### src/rtl/id_ex_reg.sv
// ID/EX pipeline register with stall, flush-to-bubble and valid tracking.
// Defining ID_EX_BUBBLE_CNT_EN adds a saturating 16-bit bubble counter on bubble_cnt_o.
module id_ex_reg #(
  parameter int DATA_W = 32,
  parameter int ADDR_W = 5
) (
  input  logic              clk_i,
  input  logic              rst_i,
  input  logic              stall_i,
  input  logic              flush_i,
  input  logic              RegDst_i,
  input  logic              ALUSrc_i,
  input  logic              RegWrite_i,
  input  logic [2:0]        ALUOp_i,
  input  logic [DATA_W-1:0] RSdata_i,
  input  logic [DATA_W-1:0] RTdata_i,
  input  logic [DATA_W-1:0] Imm_i,
  input  logic [ADDR_W-1:0] RSaddr_i,
  input  logic [ADDR_W-1:0] RTaddr_i,
  input  logic [ADDR_W-1:0] RDaddr_i,
  output logic              RegDst_o,
  output logic              ALUSrc_o,
  output logic              RegWrite_o,
  output logic [2:0]        ALUOp_o,
  output logic [DATA_W-1:0] RSdata_o,
  output logic [DATA_W-1:0] RTdata_o,
  output logic [DATA_W-1:0] Imm_o,
  output logic [ADDR_W-1:0] RSaddr_o,
  output logic [ADDR_W-1:0] RTaddr_o,
  output logic [ADDR_W-1:0] RDaddr_o,
`ifdef ID_EX_BUBBLE_CNT_EN
  output logic [15:0]       bubble_cnt_o,
`endif
  output logic              valid_o
);

  // Stage contents: reset and flush both load an all-zero bubble; stall holds.
  always_ff @(posedge clk_i) begin
    if (rst_i || flush_i) begin
      RegDst_o   <= 1'b0;
      ALUSrc_o   <= 1'b0;
      RegWrite_o <= 1'b0;
      ALUOp_o    <= 3'b000;
      RSdata_o   <= {DATA_W{1'b0}};
      RTdata_o   <= {DATA_W{1'b0}};
      Imm_o      <= {DATA_W{1'b0}};
      RSaddr_o   <= {ADDR_W{1'b0}};
      RTaddr_o   <= {ADDR_W{1'b0}};
      RDaddr_o   <= {ADDR_W{1'b0}};
      valid_o    <= 1'b0;
    end else if (stall_i) begin
      RegDst_o   <= RegDst_o;
      ALUSrc_o   <= ALUSrc_o;
      RegWrite_o <= RegWrite_o;
      ALUOp_o    <= ALUOp_o;
      RSdata_o   <= RSdata_o;
      RTdata_o   <= RTdata_o;
      Imm_o      <= Imm_o;
      RSaddr_o   <= RSaddr_o;
      RTaddr_o   <= RTaddr_o;
      RDaddr_o   <= RDaddr_o;
      valid_o    <= valid_o;
    end else begin
      RegDst_o   <= RegDst_i;
      ALUSrc_o   <= ALUSrc_i;
      RegWrite_o <= RegWrite_i;
      ALUOp_o    <= ALUOp_i;
      RSdata_o   <= RSdata_i;
      RTdata_o   <= RTdata_i;
      Imm_o      <= Imm_i;
      RSaddr_o   <= RSaddr_i;
      RTaddr_o   <= RTaddr_i;
      RDaddr_o   <= RDaddr_i;
      valid_o    <= 1'b1;
    end
  end

`ifdef ID_EX_BUBBLE_CNT_EN
  // Bubble counter: one count per flush edge, sticks at all-ones.
  always_ff @(posedge clk_i) begin
    if (rst_i) begin
      bubble_cnt_o <= 16'h0000;
    end else if (flush_i && (bubble_cnt_o != 16'hFFFF)) begin
      bubble_cnt_o <= bubble_cnt_o + 16'd1;
    end else begin
      bubble_cnt_o <= bubble_cnt_o;
    end
  end
`endif

endmodule
### config.mk
export PLATFORM = sky130hd
export DESIGN_NAME = id_ex_reg
export DESIGN_NICKNAME = d
export VERILOG_FILES = /design/src/rtl/id_ex_reg.sv
export SDC_FILE = /design/constraint.sdc
export NUM_CORES = 1
export LEC_CHECK = 0
export BUFFER_PORTS_ARGS = -buffer_cell sky130_fd_sc_hd__clkbuf_2
export CORE_AREA = 2 2 97 99
export CTS_BUF_LIST = sky130_fd_sc_hd__clkbuf_16
export CTS_CLUSTER_SIZE = 20
export DETAILED_ROUTE_END_ITERATION = 12
export DIE_AREA = 0 0 99 101
export GPL_TIMING_DRIVEN = 0
export PLACE_DENSITY = 0.84
export SLEW_MARGIN = 20
export SYNTH_ARGS = -nofsm -noshare
export SYNTH_HDL_FRONTEND = slang
export SYNTH_SLANG_ARGS = --single-unit
### constraint.sdc
create_clock -name clk_i -period 2.9 [get_ports clk_i]
set_input_delay 0.58 -clock clk_i [delete_from_list [all_inputs] [get_ports clk_i]]
set_output_delay 0.58 -clock clk_i [all_outputs]
set_load 0.02 [all_outputs]
## Word level (Yosys, flattened, before mapping)

Index checks and enable logic that the tools add are counted.

- Reductions and logical operators: 1

Operator list:

| kind | number |
|---|---|
| $logic_or 1x1->1 | 1 |

- Flip-flop bits (word level): 118
- Bits of input ports: 121
- Output and inout port bits: 118
- Word-level logic and storage cells: 12

## Logic depth before layout (Yosys ltp)

Gate-level depths: netlist of run 1.

- Depth after elaboration: 1
- Depth in mapped cells: 5
- Depth with buffers taken out: 2

## Worst setup path after synthesis of run 1

OpenSTA, ideal clock, no wires.

- Path kind: input to register
- Start point: input stall_i
- End point: register RSdata_o[12]
- Library setup time: 114 ps
- Data arrival time: 1237 ps
- Required time: 2786 ps
- Path slack: 1548 ps
- Cell stages on the path: 5
- Buffers on the path: 3
- Cells stage by stage: buf_4 > buf_6 > buf_6 > mux2i_1 > nor2_1

RTL lines:

| element | line | text |
|---|---|---|
| from (decl) | 9 | `input logic stall_i,` |
| to (signal assigned) | 44 | `RSdata_o <= {DATA_W{1'b0}};` |
| to (signal assigned) | 56 | `RSdata_o <= RSdata_o;` |
| to (signal assigned) | 68 | `RSdata_o <= RSdata_i;` |
| to (decl) | 25 | `output logic [DATA_W-1:0] RSdata_o,` |

## Final worst setup path of run 1

- Start point: register Imm_o[20]
- End point: output Imm_o[20]

RTL lines:

| element | line | text |
|---|---|---|
| from (decl) | 27 | `output logic [DATA_W-1:0] Imm_o,` |
| from (signal assigned) | 46 | `Imm_o <= {DATA_W{1'b0}};` |
| from (signal assigned) | 58 | `Imm_o <= Imm_o;` |
| from (signal assigned) | 70 | `Imm_o <= Imm_i;` |

No word-level cell between the ends.

==> summary.md, run 1 <==
| Metric | Value |
|---|---|
| Status | `finished, final reports clean` |
| Postcts setup bufs | `0` |
| Crit. End Element | `primary output` |
| Hold Buf Count CTS | `0` |
| Final setup margin | `1.39 ns` |
| FF-to-FF path depth | `2` |
| Fin nets | `about 760` |
| Clock buffer count from CTS | `17` |
| IO Port Bufs | `between 200 and 250` |
| Worst path bufs/invs | `1` |
| Dominant cells by area after synthesis | `dfxtp_1, mux2i_1, nor2_1` |
| Clock Skew | `0 ns` |
| GRT overflow | `0` |
| Die W | `between 90 and 100 um` |
| Worst-path cell chain | `clkbuf_2` |
| CTS tree | `done` |
| Worst-path clk slew | `~0.05 ns` |
| Crit Path Max Fanout | `2` |
| CTS resizes | `0` |
| Crit path time final | `1.51 ns` |
| TNS Setup | `0 ns` |
| Hold path depth | `3` |
| Die H | `101 um` |
| Ant. Diodes | `0` |
| Initial antenna violation count | `0` |
| Fraction of layout cells with a size suffix above 1 | `0.433` |
| DRT antenna net count | `0` |
| # rows | `35` |
| Largest net degree at the start of global routing | `17` |
| Vias per inst | `around 4.7` |
| Worst hold slack | `around 0.42 ns` |
| CP Launch Type | `flip-flop` |
| F_max | `663 MHz` |
| Worst slew margin relative to its limit | `0.658` |
| Crit path largest cell delay | `between 0.3 and 0.4 ns` |
| Yosys reg bits | `118` |
| Detailed Place HPWL | `between 8000 and 9000 um` |
| DRT iter0 DRCs | `69` |
| Hold Path Class | `in -> reg` |
| RSZ-0062 raised after global routing | `false` |
| Hold Fails Final Rpt | `0` |
| First-pass GRT wire length | `about 16000 um` |
| Gr usage total | `0.205` |
| Max Cap Viol | `0` |
| Clk root buf | `clkbuf_16` |
| Area grow syn2layout | `46.6%` |
| Final setup viols | `0` |
| Worst path required time | `between 2 and 2.5 ns` |
| DR DRC count | `0` |
| Slowest CP cell | `dfxtp_1` |
| Clock Sinks | `118` |
| P per Cell Area | `706 nW/um2` |
| Final Max Tran Viols | `0` |
| Number of synthesized flops with an enable pin | `0` |
| TritonRoute pass-1 iters | `4` |
| Cell variety after synth | `10` |
| Syn Nets | `about 500` |
| Io pins | `approximately 240` |
| Cell area after synthesis | `around 4200 um2` |
| CTS Buffer Depth | `2` |
| Synth top area share | `0.569` |
| Via count | `~3600` |
| Worst-skew pair later-pin latency | `0.38 ns` |
| Actual slew at the worst max-slew pin | `between 0.5 and 0.6 ns` |
| Die area | `around 10000 um2` |
| Core area | `between 8000 and 9000 um2` |
| Period utilisation layout | `0.520` |
| Post-Syn Area per Cell | `~11 um2` |
| Delay-heaviest family, CP | `flip-flops` |
| Synth top cells by count | `dfxtp_1, mux2i_1, nor2_1` |
| Async S/R FF share, synth | `0` |
| RePlAce Congestion | `~0.8` |
| DRT Wirelength | `~10000 um` |
| Routed len/inst | `approximately 14 um` |
| Vias in the first global route | `roughly 3600` |
| Seq/Total Area, Yosys | `0.569` |
| Syn Inst Count | `~380` |
| Top_reg_cell synth | `dfxtp_1` |
| LEAKAGE | `about 0.0032 uW` |
| H-tree levels | `4` |
| Warnings from Yosys | `0` |
| Kind of critical path | `reg -> out` |
| Maximum vdd drop | `0.485 mV` |
| Critical path depth in cells | `1` |
| Critical path arrival | `between 0.9 and 1 ns` |
| Placement Setup Slack | `1.25 ns` |
| Initial Utilization | `0.463` |
| Top-count cell post-synth | `dfxtp_1` |
| Largest area contributor in the netlist | `dfxtp_1` |
## final timing paths
check | slack, ns | startpoint | endpoint
min reg2reg | 0.45 | valid_o$_SDFFE_PP0N_ | valid_o$_SDFFE_PP0N_
min | 0.42 | Imm_i[8] | Imm_o[8]$_SDFFE_PP0N_
max | 1.39 | Imm_o[20]$_SDFFE_PP0N_ | Imm_o[20]
max reg2reg | 2.21 | RTdata_o[2]$_SDFFE_PP0N_ | RTdata_o[2]$_SDFFE_PP0N_
## final cells by class
type | instances | area (um2)
buffer | 26 | 165
clock inverter | 12 | 186
tap | 111 | 139
inverter | 1 | 3.75
sequential | 118 | 2360
timing repair buffer | 237 | 1190
clock buffer | 17 | 425
fill | 681 | 2890
multi-input combinational | 236 | 1620
## metal layers
layer | GRT usage | share of wire | routed length (um)
met5 | 0 | 0 | 0
met2 | 0.373 | 0.51 | 5310
met1 | 0.213 | 0.38 | 3990
met3 | 0.0846 | 0.097 | 1020
met4 | 0.0706 | 0.014 | 148
## sequential cells by signal (all words and copies together) (netlist names)
signal,flops
RTaddr_o,5
RTdata_o,32
Imm_o,32
RegWrite_o,1
RDaddr_o,5
RegDst_o,1
ALUSrc_o,1
ALUOp_o,3
RSaddr_o,5
RSdata_o,32
valid_o,1
## logic make-up after synthesis
group           Yosys count  share of synthesized area
flops                   118                      0.569
simple gates            118                      0.107
mux                     117                      0.282
buf+inv                  27                     0.0407
compound gates            1                    0.00120
## through the flow
| step | util | total power, uW | cells | area [um2] |
|---|---|---|---|---|
| after floorplan | - | 1980 | 381 | 4150 |
| after global placement | 0.610 | 2140 | 729 | 5480 |
| after detailed placement | 0.610 | 2150 | 729 | 5480 |
| after CTS | 0.678 | 4330 | 758 | 6090 |
| after global routing | 0.678 | 4450 | 758 | 6090 |
| final | 0.678 | 4300 | 758 | 6090 |
## power by group
group / switching [uW] / internal (uW) / total (uW)
logic: 224 / 188 / 411
clock network: 683 / 1500 / 2180
registers: 28.4 / 1680 / 1710
total: 935 / 3360 / 4300
## cells in the final DEF, fill, tap and decap left out, drive strengths merged
cell type / count
a21oi: 1
buf: 17
bufinv: 5
clkbuf: 263
clkinv: 5
clkinvlp: 2
dfxtp: 118
inv: 1
mux2i: 117
nor2: 117
or2: 1
Note: power is estimated with default switching activity, not from simulation.
==> inputs of run 2 (changes only) <==
--- a/config.mk
+++ b/config.mk
@@ -5,14 +5,15 @@
 export SDC_FILE = /design/constraint.sdc
 export NUM_CORES = 1
 export LEC_CHECK = 0
+export ABC_AREA = 1
 export BUFFER_PORTS_ARGS = -buffer_cell sky130_fd_sc_hd__clkbuf_2
-export CORE_AREA = 2 2 97 99
+export CORE_AREA = 2 2 105 107
 export CTS_BUF_LIST = sky130_fd_sc_hd__clkbuf_16
 export CTS_CLUSTER_SIZE = 20
 export DETAILED_ROUTE_END_ITERATION = 12
-export DIE_AREA = 0 0 99 101
+export DIE_AREA = 0 0 107 109
 export GPL_TIMING_DRIVEN = 0
-export PLACE_DENSITY = 0.84
+export PLACE_DENSITY = 0.8
 export SLEW_MARGIN = 20
 export SYNTH_ARGS = -nofsm -noshare
 export SYNTH_HDL_FRONTEND = slang
==> constraint.sdc (replaced) <==
create_clock -name clk_i -period 1.4 [get_ports clk_i]
set_input_delay 0.28 -clock clk_i [delete_from_list [all_inputs] [get_ports clk_i]]
set_output_delay 0.28 -clock clk_i [all_outputs]
set_load 0.02 [all_outputs]
==> run 2 against run 1 <==
Power grew 110%. Clock power grew 93%. Core utilization shrank 4.6 points. Die area grew 17%. Critical path depth is the same. Routed wire length grew 23%. Clock skew is the same. Sequential power grew 110%. Via count grew 37%. Hold slack lost 0.33 ns. Global-route usage grew 1.4 points. First-iteration DRC count grew to 3.9 times the previous value. Largest cell class unchanged. Highest routed layer unchanged.
==> summary.md, run 2 <==
| Metric | Value |
|---|---|
| P per Cell Area | `1320 nW/um2 (+87%)` |
| Vias per inst | `4.24 (-9.8%)` |
| Worst-path clk slew | `0.06 ns (about the same)` |
| TritonRoute pass-1 iters | `5 (+1)` |
| Slowest CP cell | `dfxtp_1` |
| Max Cap Viol | `0 (unchanged)` |
| Reg2reg start | `RSdata_o[1]$_SDFFE_PP0N_` |
| IO Port Bufs | `237 (unchanged)` |
| Actual slew at the worst max-slew pin | `0.421 ns (-0.0924 ns)` |
| Kind of critical path | `reg -> out` |
| Combinational Power Share | `0.121 (+0.025)` |
| H-tree levels | `4 (unchanged)` |
| Syn Inst Count | `744 (+95%)` |
| Hold Path Class | `in -> reg` |
| Clock buffer count from CTS | `17 (unchanged)` |
| Synth top cells by count | `nand2_1, nor2_1, dfxtp_1, inv_1, buf_2` |
| Fin nets | `1121 (+48%)` |
| Hold path depth | `3 (unchanged)` |
| # rows | `38 (+8.6%)` |
| Net Sw Frac | `0.249 (+0.0311)` |
| Hold Buf Count CTS | `0 (unchanged)` |
| CP Launch Type | `flip-flop` |
| Worst hold slack | `0.0917 ns (-0.330 ns)` |
| Initial antenna violation count | `0 (unchanged)` |
| Ant. Diodes | `0 (unchanged)` |
| R2R setup slack | `0.72 ns (-1.49 ns)` |
| Largest area contributor in the netlist | `dfxtp_1` |
| Clock network power share | `0.475 (-0.032)` |
| Largest regs | `Imm_o x32, RSdata_o x32, RTdata_o x32` |
| Clock Sinks | `118 (unchanged)` |
| Die W | `107 um (+8.1%)` |
| FF-to-FF path depth | `4 (+2)` |
| Worst slew margin relative to its limit | `0.719 (+0.0616)` |
| Power Internal | `6650 uW (+98%)` |
| Cell area after synthesis | `4780 um2 (+15%)` |
| Hold EP | `Imm_o[21]$_SDFFE_PP0N_` |
| LEAKAGE | `0.00372 uW (+15%)` |
| Warnings from Yosys | `0 (unchanged)` |
| RePlAce Congestion | `0.789 (+0.91%)` |
| Initial Utilization | `0.450 (-0.0121)` |
| Final setup viols | `0 (unchanged)` |
| Syn Nets | `865 (+72%)` |
| Status | `finished, final reports clean` |
| Synth top area share | `0.495 (-0.0742)` |
| Via count | `4880 (+37%)` |
| Worst path bufs/invs | `1 (unchanged)` |
| CTS Buffer Depth | `2 (unchanged)` |
| CTS resizes | `0 (unchanged)` |
| Clk root buf | `clkbuf_16` |
| Area grow syn2layout | `40.3%` |
| First-pass GRT wire length | `20100 um (+23%)` |
| Worst-path cell chain | `clkbuf_2` |
| DRT Wirelength | `12900 um (+23%)` |
| Gr usage total | `0.220 (+0.0143)` |
| Critical path arrival | `0.95 ns (+0.02 ns)` |
| Number of synthesized flops with an enable pin | `0 (unchanged)` |
| Most common cell after layout, fill and taps aside | `clkbuf_2` |
| Crit Path Max Fanout | `2 (unchanged)` |
| P_sw | `2200 uW (+140%)` |
| F_max | `~810 MHz` |
| Fraction of layout cells with a size suffix above 1 | `0.293 (-0.140)` |
| Hold Crit Start | `Imm_i[21]` |
| Die H | `109 um (+7.9%)` |
| Crit path largest cell delay | `0.36 ns (about the same)` |
| GRT overflow | `0 (unchanged)` |
| Crit path time final | `around 1.2 ns` |
| Most frequent cells in the layout | `clkbuf_2, nor2_1, nand2_1` |
| Vias in the first global route | `4453 (+25%)` |
| Reg power frac | `0.405 (+0.008)` |
| Detailed Place HPWL | `9540 um (+17%)` |
| Postcts setup bufs | `0 (unchanged)` |
| Dominant cells by area after synthesis | `dfxtp_1, nand2_1, nor2_1` |
| Routed len/inst | `11.2 um (-19%)` |
| Core area | `10600 um2 (+18%)` |
| Cell variety after synth | `9 (-1)` |
| DRT iter0 DRCs | `268 (+290%)` |
| CTS tree | `done` |
| DRT antenna net count | `0 (unchanged)` |
| Yosys reg bits | `118 (unchanged)` |
| Final Max Tran Viols | `0 (unchanged)` |
| RSZ-0062 raised after global routing | `false` |
| Period utilisation layout | `0.881` |
| Async S/R FF share, synth | `0 (unchanged)` |
| DR DRC count | `0 (unchanged)` |
| Delay-heaviest family, CP | `flip-flops` |
| Top_reg_cell synth | `dfxtp_1` |
| Crit. End Element | `primary output` |
| Clock Skew | `0 ns (unchanged)` |
| TNS Setup | `0 ns (unchanged)` |
| Largest net degree at the start of global routing | `17 (unchanged)` |
| Maximum vdd drop | `0.591 mV (+22%)` |
| Post-Syn Area per Cell | `6.42 um2 (-41%)` |
| Worst path required time | `1.12 ns (-1.20 ns)` |
| R2r endpoint | `RSdata_o[1]$_SDFFE_PP0N_` |
| Seq/Total Area, Yosys | `0.495 (-0.0742)` |
| Die area | `11700 um2 (+17%)` |
| Hold Fails Final Rpt | `0 (unchanged)` |
| Worst-skew pair later-pin latency | `0.40 ns (+0.02 ns)` |
| Io pins | `239 (unchanged)` |
-- run 2: cell types whose count changed after synthesis, moves of 7 or more --
cell / change
buf_6: -7
nand2_1: +234
mux2i_1: -117
nor2_1: +117
buf_2: +18
inv_1: +117
-- run 2: how the worst max path moves through the flow --
stage | endpoint | from | slack [ns] | depth (start not counted)
finish | ALUOp_o[2] | ALUOp_o[2]$_SDFFE_PP0N_ | 0.17 | 1
global route | ALUOp_o[2] | ALUOp_o[2]$_SDFFE_PP0N_ | 0.13 | 1
CTS | RSdata_o[12] | RSdata_o[12]$_SDFFE_PP0N_ | 0.15 | 1
detailed placement | Imm_o[1]$_SDFFE_PP0N_ | flush_i | 0.02 | 5
global placement | Imm_o[1]$_SDFFE_PP0N_ | flush_i | 0.05 | 5
floorplan | RSdata_o[0]$_SDFFE_PP0N_ | stall_i | 0.41 | 6
-- run 2: layout make-up --
cell class,instances,area [um2]
Tap cell,140,175
Inverter,118,443
Multi-Input combinational cell,470,1780
Buffer,38,195
Clock inverter,13,140
Clock buffer,17,425
Sequential cell,118,2360
Fill cell,1009,3900
Timing Repair Buffer,237,1190
-- run 2: logic make-up after synthesis --
| logic type | after synthesis | share of synthesized area |
|---|---|---|
| AO/OA/AOI/OAI | 1 | 0.00157 |
| buffers and inverters | 156 | 0.134 |
| flip-flops | 118 | 0.495 |
| AND/OR/NAND/NOR | 469 | 0.370 |
-- run 2: metrics by stage --
step / util / instances / worst slack, ns / total power [uW] / instance area [um2]
final: 0.632 / 1151 / 0.166 / 8860 / 6700
after global routing: 0.632 / 1151 / 0.127 / 9240 / 6700
after CTS: 0.632 / 1151 / 0.149 / 8940 / 6700
after detailed placement: 0.579 / 1121 / 0.0221 / 4720 / 6140
after global placement: 0.579 / 1121 / 0.0519 / 4710 / 6140
after floorplan: - / 744 / 0.409 / 4290 / 4780
-- run 2: routing by layer --
layer	track usage	wire, um
met5	0	0
met4	0.0900	311
met3	0.0801	1160
met2	0.392	6170
met1	0.236	5240
-- run 2: power groups by stage --
| stage | combinational (uW) | sequential, uW | clock (uW) |
|---|---|---|---|
| 6_report | 1070 | 3580 | 4200 |
| 5_1_grt | 1210 | 3600 | 4440 |
| 4_1_cts | 1080 | 3580 | 4280 |
| 3_5_place_dp | 1070 | 3650 | 0 |
| 3_3_place_gp | 1060 | 3640 | 0 |
| 2_1_floorplan | 460 | 3830 | 0 |
==> inputs of run 3 (changes only) <==
--- a/config.mk
+++ b/config.mk
@@ -14,6 +14,7 @@
 export DIE_AREA = 0 0 107 109
 export GPL_TIMING_DRIVEN = 0
 export PLACE_DENSITY = 0.8
+export SETUP_SLACK_MARGIN = 0.02
 export SLEW_MARGIN = 20
 export SYNTH_ARGS = -nofsm -noshare
 export SYNTH_HDL_FRONTEND = slang
==> constraint.sdc (replaced) <==
create_clock -name clk_i -period 1.25 [get_ports clk_i]
set_input_delay 0.25 -clock clk_i [delete_from_list [all_inputs] [get_ports clk_i]]
set_output_delay 0.25 -clock clk_i [all_outputs]
set_load 0.02 [all_outputs]
==> run 3 against run 2 <==
Power rose by 12%. Hold slack got worse by 0.027 ns. Cell count did not move. Global-route usage did not move. Count of clock-buffer cells in the layout did not move. Register-to-register slack got worse by 0.15 ns. Flip-flop and latch count did not move. Cell area barely moved.
==> summary.md, run 3 (synthesis gave the netlist of run 2 again) <==
| Metric | Value |
|---|---|
| Post-DP Area | `6140 um2 (unchanged)` |
| Critical path launch point | `RSdata_o[12]$_SDFFE_PP0N_` |
| Largest regs | `Imm_o x32, RSdata_o x32, RTdata_o x32` |
| Finished Layout Cells | `1151 (unchanged)` |
| Via count | `4859 (-0.43%)` |
| F_max | `between 800 and 900 MHz` |
| Io pins | `239 (unchanged)` |
| Vias in the first global route | `4453 (unchanged)` |
| # rows | `38 (unchanged)` |
| Clock buffer count from CTS | `17 (unchanged)` |
| Clock Skew | `0 ns (unchanged)` |
| RSZ-0062 raised after global routing | `false` |
| Hold Path Class | `in -> reg` |
| TritonRoute pass-1 iters | `4 (-1)` |
| Postcts setup bufs | `0 (unchanged)` |
| Crit Path Max Fanout | `2 (unchanged)` |
| DRT antenna net count | `0 (unchanged)` |
| Worst-path cell chain | `clkbuf_2` |
| Die H | `109 um (unchanged)` |
| Maximum vdd drop | `0.665 mV (+12%)` |
| Slowest CP cell | `dfxtp_1` |
| Final instance area | `6710 um2 (about the same)` |
| Core area | `10600 um2 (unchanged)` |
| Die area | `11700 um2 (unchanged)` |
| CTS resizes | `0 (unchanged)` |
| GRT overflow | `0 (unchanged)` |
| Worst-path clk slew | `0.06 ns (about the same)` |
| Worst path required time | `1.00 ns (-0.12 ns)` |
| Final Max Tran Viols | `0 (unchanged)` |
| Most frequent cells in the layout | `clkbuf_2, nor2_1, nand2_1` |
| P_sw | `2470 uW (+12%)` |
| Largest net degree at the start of global routing | `17 (unchanged)` |
| Reg2reg start | `RSdata_o[1]$_SDFFE_PP0N_` |
| Fin nets | `1121 (unchanged)` |
| Hold Buf Count CTS | `0 (unchanged)` |
| DRT iter0 DRCs | `284 (+6.0%)` |
| Ant. Diodes | `0 (unchanged)` |
| Period utilisation layout | `0.955` |
| Most common cell after layout, fill and taps aside | `clkbuf_2` |
| IO Port Bufs | `237 (unchanged)` |
| Actual slew at the worst max-slew pin | `0.429 ns (+0.00754 ns)` |
| Area grow syn2layout | `40.4% (about the same)` |
| Crit. End Element | `primary output` |
| H-tree levels | `4 (unchanged)` |
| Reg power frac | `0.405 (about the same)` |
| CP Launch Type | `flip-flop` |
| Hold Crit Start | `Imm_i[21]` |
| DR DRC count | `0 (unchanged)` |
| Delay-heaviest family, CP | `flip-flops` |
| Final setup viols | `0 (unchanged)` |
| First-pass GRT wire length | `20100 um (unchanged)` |
| Power Internal | `7450 uW (+12%)` |
| Status | `finished, final reports clean` |
| Kind of critical path | `reg -> out` |
| DRT Wirelength | `12900 um (+0.23%)` |
| Detailed Place HPWL | `9540 um (unchanged)` |
| LEAKAGE | `0.00372 uW (about the same)` |
| CTS tree | `done` |
| Clock network power share | `0.475 (about the same)` |
| CTS Buffer Depth | `2 (unchanged)` |
| Clk root buf | `clkbuf_16` |
| Routed len/inst | `11.2 um (+0.23%)` |
| Worst-skew pair later-pin latency | `0.40 ns (about the same)` |
| Hold Fails Final Rpt | `0 (unchanged)` |
| Vias per inst | `4.22 (-0.43%)` |
| Combinational Power Share | `0.121 (about the same)` |
| Worst path bufs/invs | `1 (unchanged)` |
| Inst Count DP | `1121 (unchanged)` |
| Crit path time final | `~1.2 ns` |
| Initial antenna violation count | `0 (unchanged)` |
| Critical path arrival | `0.94 ns (about the same)` |
| Clock Sinks | `118 (unchanged)` |
| Net Sw Frac | `0.249 (about the same)` |
| Die W | `107 um (unchanged)` |
| RePlAce Congestion | `0.789 (unchanged)` |
| Gr usage total | `0.220 (unchanged)` |
| Worst slew margin relative to its limit | `0.714 (-0.00503)` |
| Fraction of layout cells with a size suffix above 1 | `0.293 (unchanged)` |
| Crit path largest cell delay | `0.36 ns (about the same)` |
| P per Cell Area | `1480 nW/um2 (+12%)` |
| Initial Utilization | `0.450 (unchanged)` |
| Max Cap Viol | `0 (unchanged)` |
run 3: area by class of cell:
class / count / area (um2)
fillers: 1011 / 3900
flip-flops and latches: 118 / 2360
multi-input cells: 470 / 1780
repair buffers: 237 / 1190
inverters: 118 / 443
clock buffers: 17 / 425
plain buffers: 38 / 195
well taps: 140 / 175
clock inverters: 13 / 140
run 3: worst register-to-register path: stages, from the launching register on:
cell and delay (ns):
dfxtp_1 0.35, inv_1 0.05, nand2_1 0.05, nand2_1 0.04, nor2_1 0.12
run 3: layer usage:
layer / vias up / part of all wire / GRT usage
met5: - / 0 / 0
met4: 0 / 0.023 / 0.0900
met3: 24 / 0.093 / 0.0801
met2: 186 / 0.48 / 0.392
met1: 2037 / 0.40 / 0.236
li1: 2612 / - / -
run 3: power groups by stage:
stage | sequential (uW) | clock (uW) | combinational (uW)
floorplan | 4290 | 0 | 515
global placement | 4080 | 0 | 1190
detailed placement | 4090 | 0 | 1200
CTS | 4010 | 4790 | 1210
global route | 4030 | 4970 | 1350
finish | 4010 | 4710 | 1200
run 3: final timing paths:
kind,endpoint,slack (ns),cells after the start
hold / removal,Imm_o[21]$_SDFFE_PP0N_,0.06,3
setup reg to reg,RSdata_o[1]$_SDFFE_PP0N_,0.57,4
hold reg to reg,valid_o$_SDFFE_PP0N_,0.48,1
setup / recovery,RSdata_o[12],0.06,1
run 3: per-stage QoR:
stage / power (uW) / hold WS, ns / setup WS, ns / utilization / TNS (ns)
6_report: 9920 / 0.0650 / 0.0564 / 0.632 / 0
5_1_grt: 10400 / 0.0571 / 0.0214 / 0.632 / 0
4_1_cts: 10000 / 0.0562 / 0.0295 / 0.632 / 0
3_5_place_dp: 5290 / 0.471 / -0.0979 / 0.579 / -5.15
3_3_place_gp: 5270 / 0.449 / -0.0681 / 0.579 / -3.95
2_1_floorplan: 4800 / 0.379 / 0.289 / - / 0
